### src/rtl/ex_mem_if.sv
// Execute-to-memory pipeline bus: execute-stage results in, registered memory-stage
// results and the multi-cycle accumulator feedback out.
interface ex_mem_if #(
  parameter int DATA_W = 32,
  parameter int REG_AW = 5
);
  logic [REG_AW-1:0]   ex_wd;
  logic                ex_wreg;
  logic [DATA_W-1:0]   ex_wdata;
  logic                ex_whilo;
  logic [DATA_W-1:0]   ex_hi;
  logic [DATA_W-1:0]   ex_lo;
  logic [2*DATA_W-1:0] hilo_i;
  logic [1:0]          cnt_i;

  logic [REG_AW-1:0]   mem_wd;
  logic                mem_wreg;
  logic [DATA_W-1:0]   mem_wdata;
  logic                mem_whilo;
  logic [DATA_W-1:0]   mem_hi;
  logic [DATA_W-1:0]   mem_lo;
  logic [2*DATA_W-1:0] hilo_o;
  logic [1:0]          cnt_o;

  // Execute stage side: drives results, consumes the held accumulator.
  modport master (
    output ex_wd, ex_wreg, ex_wdata, ex_whilo, ex_hi, ex_lo, hilo_i, cnt_i,
    input  mem_wd, mem_wreg, mem_wdata, mem_whilo, mem_hi, mem_lo, hilo_o, cnt_o
  );

  // Pipeline register side.
  modport slave (
    input  ex_wd, ex_wreg, ex_wdata, ex_whilo, ex_hi, ex_lo, hilo_i, cnt_i,
    output mem_wd, mem_wreg, mem_wdata, mem_whilo, mem_hi, mem_lo, hilo_o, cnt_o
  );
endinterface

### src/rtl/ex_mem.sv
// EX/MEM pipeline register with a held partial-product accumulator and step counter
// so multi-cycle madd/msub can iterate while the execute stage is stalled.
module ex_mem #(
  parameter int DATA_W  = 32,
  parameter int REG_AW  = 5,
  parameter int STALL_W = 6,
  parameter int EX_IDX  = 3
) (
  input  logic               clk,
  input  logic               rst,
  input  logic [STALL_W-1:0] stall,
  input  logic               flush,
  ex_mem_if.slave            bus
);

  logic ex_stall;
  logic mem_stall;
  logic unused_stall;

  assign ex_stall     = stall[EX_IDX];
  assign mem_stall    = stall[EX_IDX+1];
  // Only the execute and memory bits matter; the rest are deliberately ignored.
  assign unused_stall = ^stall;

  // NOTE: sequential state uses non-blocking assignments so every register samples
  // pre-edge values and simulation ordering cannot change the result.
  always_ff @(posedge clk or posedge rst) begin
    if (rst) begin
      bus.mem_wd    <= '0;
      bus.mem_wreg  <= 1'b0;
      bus.mem_wdata <= '0;
      bus.mem_whilo <= 1'b0;
      bus.mem_hi    <= '0;
      bus.mem_lo    <= '0;
      bus.hilo_o    <= '0;
      bus.cnt_o     <= '0;
    end else if (flush) begin
      // Flush also drops the accumulator, aborting any in-flight madd/msub.
      bus.mem_wd    <= '0;
      bus.mem_wreg  <= 1'b0;
      bus.mem_wdata <= '0;
      bus.mem_whilo <= 1'b0;
      bus.mem_hi    <= '0;
      bus.mem_lo    <= '0;
      bus.hilo_o    <= '0;
      bus.cnt_o     <= '0;
    end else if (!ex_stall) begin
      bus.mem_wd    <= bus.ex_wd;
      bus.mem_wreg  <= bus.ex_wreg;
      bus.mem_wdata <= bus.ex_wdata;
      bus.mem_whilo <= bus.ex_whilo;
      bus.mem_hi    <= bus.ex_hi;
      bus.mem_lo    <= bus.ex_lo;
      bus.hilo_o    <= '0;
      bus.cnt_o     <= '0;
    end else if (!mem_stall) begin
      // Execute is stalled but memory moves on: insert a NOP and capture the
      // iteration state execute needs on its next attempt.
      bus.mem_wd    <= '0;
      bus.mem_wreg  <= 1'b0;
      bus.mem_wdata <= '0;
      bus.mem_whilo <= 1'b0;
      bus.mem_hi    <= '0;
      bus.mem_lo    <= '0;
      bus.hilo_o    <= bus.hilo_i;
      bus.cnt_o     <= bus.cnt_i;
    end
    // Both stalled: every output holds.
  end

endmodule

### src/flat_wrapper.sv
// flat-port wrapper written by rule: the top's interface ports become plain ports
module ex_mem_flat 
#(
  parameter int DATA_W  = 32,
  parameter int REG_AW  = 5,
  parameter int STALL_W = 6,
  parameter int EX_IDX  = 3
)
  (clk, rst, stall, flush, bus_ex_wd, bus_ex_wreg, bus_ex_wdata, bus_ex_whilo, bus_ex_hi, bus_ex_lo, bus_hilo_i, bus_cnt_i, bus_mem_wd, bus_mem_wreg, bus_mem_wdata, bus_mem_whilo, bus_mem_hi, bus_mem_lo, bus_hilo_o, bus_cnt_o);
  ex_mem_if #(.DATA_W(DATA_W), .REG_AW(REG_AW)) bus_i ();
  input  logic clk;
  input  logic rst;
  input  logic [STALL_W-1:0] stall;
  input  logic flush;
  input wire logic [$bits(bus_i.ex_wd)-1:0] bus_ex_wd;
  input wire logic [$bits(bus_i.ex_wreg)-1:0] bus_ex_wreg;
  input wire logic [$bits(bus_i.ex_wdata)-1:0] bus_ex_wdata;
  input wire logic [$bits(bus_i.ex_whilo)-1:0] bus_ex_whilo;
  input wire logic [$bits(bus_i.ex_hi)-1:0] bus_ex_hi;
  input wire logic [$bits(bus_i.ex_lo)-1:0] bus_ex_lo;
  input wire logic [$bits(bus_i.hilo_i)-1:0] bus_hilo_i;
  input wire logic [$bits(bus_i.cnt_i)-1:0] bus_cnt_i;
  output wire logic [$bits(bus_i.mem_wd)-1:0] bus_mem_wd;
  output wire logic [$bits(bus_i.mem_wreg)-1:0] bus_mem_wreg;
  output wire logic [$bits(bus_i.mem_wdata)-1:0] bus_mem_wdata;
  output wire logic [$bits(bus_i.mem_whilo)-1:0] bus_mem_whilo;
  output wire logic [$bits(bus_i.mem_hi)-1:0] bus_mem_hi;
  output wire logic [$bits(bus_i.mem_lo)-1:0] bus_mem_lo;
  output wire logic [$bits(bus_i.hilo_o)-1:0] bus_hilo_o;
  output wire logic [$bits(bus_i.cnt_o)-1:0] bus_cnt_o;
  assign bus_i.ex_wd = bus_ex_wd;
  assign bus_i.ex_wreg = bus_ex_wreg;
  assign bus_i.ex_wdata = bus_ex_wdata;
  assign bus_i.ex_whilo = bus_ex_whilo;
  assign bus_i.ex_hi = bus_ex_hi;
  assign bus_i.ex_lo = bus_ex_lo;
  assign bus_i.hilo_i = bus_hilo_i;
  assign bus_i.cnt_i = bus_cnt_i;
  assign bus_mem_wd = bus_i.mem_wd;
  assign bus_mem_wreg = bus_i.mem_wreg;
  assign bus_mem_wdata = bus_i.mem_wdata;
  assign bus_mem_whilo = bus_i.mem_whilo;
  assign bus_mem_hi = bus_i.mem_hi;
  assign bus_mem_lo = bus_i.mem_lo;
  assign bus_hilo_o = bus_i.hilo_o;
  assign bus_cnt_o = bus_i.cnt_o;
  ex_mem #(.DATA_W(DATA_W), .REG_AW(REG_AW), .STALL_W(STALL_W), .EX_IDX(EX_IDX)) u_core (.clk(clk), .rst(rst), .stall(stall), .flush(flush), .bus(bus_i));
endmodule
### config.mk
export PLATFORM = sky130hd
export DESIGN_NAME = ex_mem_flat
export DESIGN_NICKNAME = d
export VERILOG_FILES = /design/src/rtl/ex_mem_if.sv /design/src/rtl/ex_mem.sv /design/src/flat_wrapper.sv
export SDC_FILE = /design/constraint.sdc
export NUM_CORES = 1
export LEC_CHECK = 0
export CAP_MARGIN = 0
export CORE_AREA = 2 2 133 135
export CTS_BUF_LIST = sky130_fd_sc_hd__clkbuf_8
export CTS_CLUSTER_DIAMETER = 30
export DETAILED_ROUTE_END_ITERATION = 7
export DIE_AREA = 0 0 135 137
export HOLD_SLACK_MARGIN = 0.08
export PLACE_DENSITY = 0.92
export SYNTH_ARGS = -nofsm -noshare
export SYNTH_HDL_FRONTEND = slang
export SYNTH_SLANG_ARGS = --single-unit
### constraint.sdc
create_clock -name clk -period 6.5 [get_ports clk]
set_input_delay 0.975 -clock clk [delete_from_list [all_inputs] [get_ports clk]]
set_output_delay 0.975 -clock clk [all_outputs]
set_load 0.02 [all_outputs]
==> impl_metrics.env <==
export IMPL_clkPwrFrac_pct=33.0
export IMPL_fin_cells=1205
export IMPL_clock_latency_ns=0.45
export IMPL_diodes=0
export IMPL_gr_usage_met1_pct=24.0
export IMPL_ys_ff_latch=169
export IMPL_switchingPower_w=0.000618
export IMPL_synth_cell_area_um2=7080
export IMPL_r2r_start="u_core.bus.cnt_o[0]"
export IMPL_die_w_um=135
export IMPL_dieHeight_um=137
export IMPL_vdd_drop_max_v=0.000120
export IMPL_fmax_ghz=0.377
export IMPL_setup_tns_ns=0
export IMPL_drc=0
export IMPL_drive_above_1_share_pct=4.08
export IMPL_ctsHoldBuffers=0
export IMPL_skew_ns=0
export IMPL_cp_cell_sequence="buf_6 -> buf_4 -> nand3_1 -> a21oi_1"
export IMPL_status="completed"
export IMPL_vias=6071
export IMPL_end_kind="flop"
export IMPL_placed_area_um2=10500
export IMPL_cp_slowest_stage_delay_ns=0.88
export IMPL_setup_ws_ns=3.85
export IMPL_io_buffers=342
export IMPL_gr_total_overflow=0
export IMPL_synth_xor_area_share_pct=0
export IMPL_post_dp_hpwl_mm=13.9
export IMPL_wl_per_cell_um=16.7
export IMPL_holdWs_ns=0.528
export IMPL_slew_violations=0
export IMPL_grt_pass1_wl_mm=30.7
export IMPL_ctsHtreeMaxLevel=4
export IMPL_met2_usage_pct=35.9
export IMPL_pwr_share_seq_pct=49.2
export IMPL_drtIter0Drc=318
export IMPL_ys_seq_area_share_pct=59.7
export IMPL_rows=48
export IMPL_gr_max_usage_layer="met2"
export IMPL_initial_core_util_pct=41.5
export IMPL_ys_types=13
export IMPL_synth_avg_cell_area_um2=10.8
export IMPL_synth_compound_area_share_pct=7.84
export IMPL_synth_cells=658
export IMPL_cts_tree="built"
export IMPL_antenna_found_initial=0
export IMPL_hold_viol_final=0
export IMPL_routed_wl_mm=20.1
export IMPL_p_leak_nw=4.69
export IMPL_drv_cap=0
export IMPL_area_growth_pct=54.4
export IMPL_crit_type="primary input to flop"
export IMPL_finalSetupViolCount=0
export IMPL_arrival_ns=3.02
export IMPL_netSwitchingFraction_pct=27.3
export IMPL_vias_per_cell=5.04
export IMPL_nFillCells=1363
export IMPL_hp_class="flop to flop"
export IMPL_io_pins=347
export IMPL_grt_max_degree=122
export IMPL_cp_max_fo=95
export IMPL_p_int_w=0.00165
export IMPL_synth_warnings=0
export IMPL_p_per_area_nw_per_um2=207
export IMPL_crit_path_start_kind="primary input"
export IMPL_maxSlewHeadroom_pct=30.0
export IMPL_use_met3_pct=8.44
export IMPL_cts_buffers_inserted=17
export IMPL_die_area_um2=18500
export IMPL_fin_area_um2=10900
export IMPL_clk_pin_slew_ns=0.09
export IMPL_grt_total_usage_pct=21.1
export IMPL_synth_adder_area_share_pct=0
export IMPL_final_nets=1145
export IMPL_synthMuxAreaShare_pct=9.33
export IMPL_synth_fp_nets=836
export IMPL_period_minus_slack_ns=2.65
export IMPL_yosys_area_share_simple_pct=18.9
export IMPL_period_share_pct=40.8
export IMPL_startpoint="stall[4]"
export IMPL_gp_congestion=0.790
export IMPL_grt_pass1_vias=6118
export IMPL_path_buf_inv=2
export IMPL_clk_path_buf_depth=2
export IMPL_min_from="u_core.bus.hilo_o[59]"
export IMPL_dp_worst_setup_slack_ns=3.44
export IMPL_cts_resized=0
export IMPL_clock_root_buffer="clkbuf_8"
export IMPL_dp_cells=1173
export IMPL_rsz0062_at_grt="no"
export IMPL_p_comb_share_pct=17.8
export IMPL_drtAntennaViolNets=0
export IMPL_tightest_slew_ns=1.05
export IMPL_cts_setup_buffers=0
export IMPL_crit_path_top_delay_cell="buf_4"
export IMPL_drt_first_pass_iters=5
export IMPL_core_um2=17100
export IMPL_clkSinkCount=169
export IMPL_critical_path_top_delay_family="buffers and inverters"
export IMPL_synth_top_family_by_area="simple AND/OR/NAND/NOR gates"
export IMPL_cp_required_ns=6.87
==> path summary, 6_finish.rpt <==
path                       slack, ns                        to  depth (start not counted)
max reg2reg                     5.72       u_core.bus.cnt_o[0]                          2
min reg2reg                     0.53     u_core.bus.hilo_o[59]                          2
max                             3.85      u_core.bus.mem_hi[4]                          4
min in group asynchronous       0.97      u_core.bus.hilo_o[0]                          2
min                             0.53     u_core.bus.hilo_o[59]                          2
max in group asynchronous       4.35  u_core.bus.mem_wdata[27]                          3
==> flip-flops by register name, indices dropped and copies added (netlist names) <==
register and count:
u_core.bus.mem_wdata 32, u_core.bus.mem_whilo 1, u_core.bus.cnt_o 2, u_core.bus.hilo_o 64, u_core.bus.mem_lo 32, u_core.bus.mem_wreg 1
u_core.bus.mem_wd 5, u_core.bus.mem_hi 32
==> cells in the mapped netlist <==
| cell | count | area (um^2) |
|---|---|---|
| a32o_1 | 8 | 80.1 |
| and2_0 | 1 | 6.26 |
| nor2b_1 | 1 | 6.26 |
| clkbuf_1 | 21 | 78.8 |
| inv_1 | 2 | 7.51 |
| dfrtp_1 | 169 | 4230 |
| buf_2 | 27 | 135 |
| nand3_1 | 95 | 475 |
| a21oi_1 | 95 | 475 |
| nor2_1 | 67 | 251 |
| buf_4 | 10 | 75.1 |
| mux2i_1 | 66 | 661 |
| nand2b_1 | 96 | 601 |
==> cell type report <==
cell class              count  area (um^2)  share of cell area [%]
inverters                   2         12.5                   0.114
clock inverters            15          151                    1.38
multi-input cells         429         2560                    23.4
repair buffers            348         3460                    31.7
flip-flops and latches    169         4230                    38.7
well taps                 225          282                    2.58
clock buffers              17          234                    2.14
==> layout by cell type, fill, tap and decap left out, types with 2 or more instances in the layout <==
master           count
mux2i_1             66
clkdlybuf4s50_1    339
a21oi_1             95
clkbuf_8            17
clkinv_4             2
buf_4                8
inv_6                4
nand2b_1            95
nor2_1              67
clkinv_2             2
bufinv_16            2
nand3_1             95
a32o_1               8
inv_1                4
clkinvlp_4           2
dfrtp_1            169
==> worst reg2reg max path, cell delays in order (launching register included) <==
cell,delay (ns)
dfrtp_1,0.40
mux2i_1,0.17
nor2_1,0.07
==> power groups by stage <==
stage / logic, W / clock network, W / registers, W
after CTS: 0.000409 / 0.000772 / 0.00111
final: 0.000404 / 0.000747 / 0.00111
after detailed placement: 0.000407 / 0 / 0.00114
after global placement: 0.000401 / 0 / 0.00113
after global routing: 0.000434 / 0.000809 / 0.00112
after floorplan: 0.000134 / 0 / 0.00119
==> layer usage <==
layer / part of all wire [%] / vias to the layer above / routed length, um
met5: 0 / - / 0
met4: 2.5 / 0 / 503
met3: 10 / 34 / 2000
met2: 50 / 264 / 10100
met1: 37 / 2924 / 7500
li1: - / 2849 / -
==> cell families after synthesis <==
| family | after synthesis |
|---|---|
| flip-flops | 169 |
| AO/OA/AOI/OAI | 103 |
| multiplexers | 66 |
| AND/OR/NAND/NOR | 260 |
| buffers and inverters | 60 |
==> per-stage QoR <==
stage               power, W  utilization [%]
floorplan            0.00132                -
global placement     0.00153             61.8
detailed placement   0.00154             61.8
CTS                  0.00230             64.1
global route         0.00236             64.1
finish               0.00227             64.1
No activity file was read; power rests on OpenSTA's default activity.
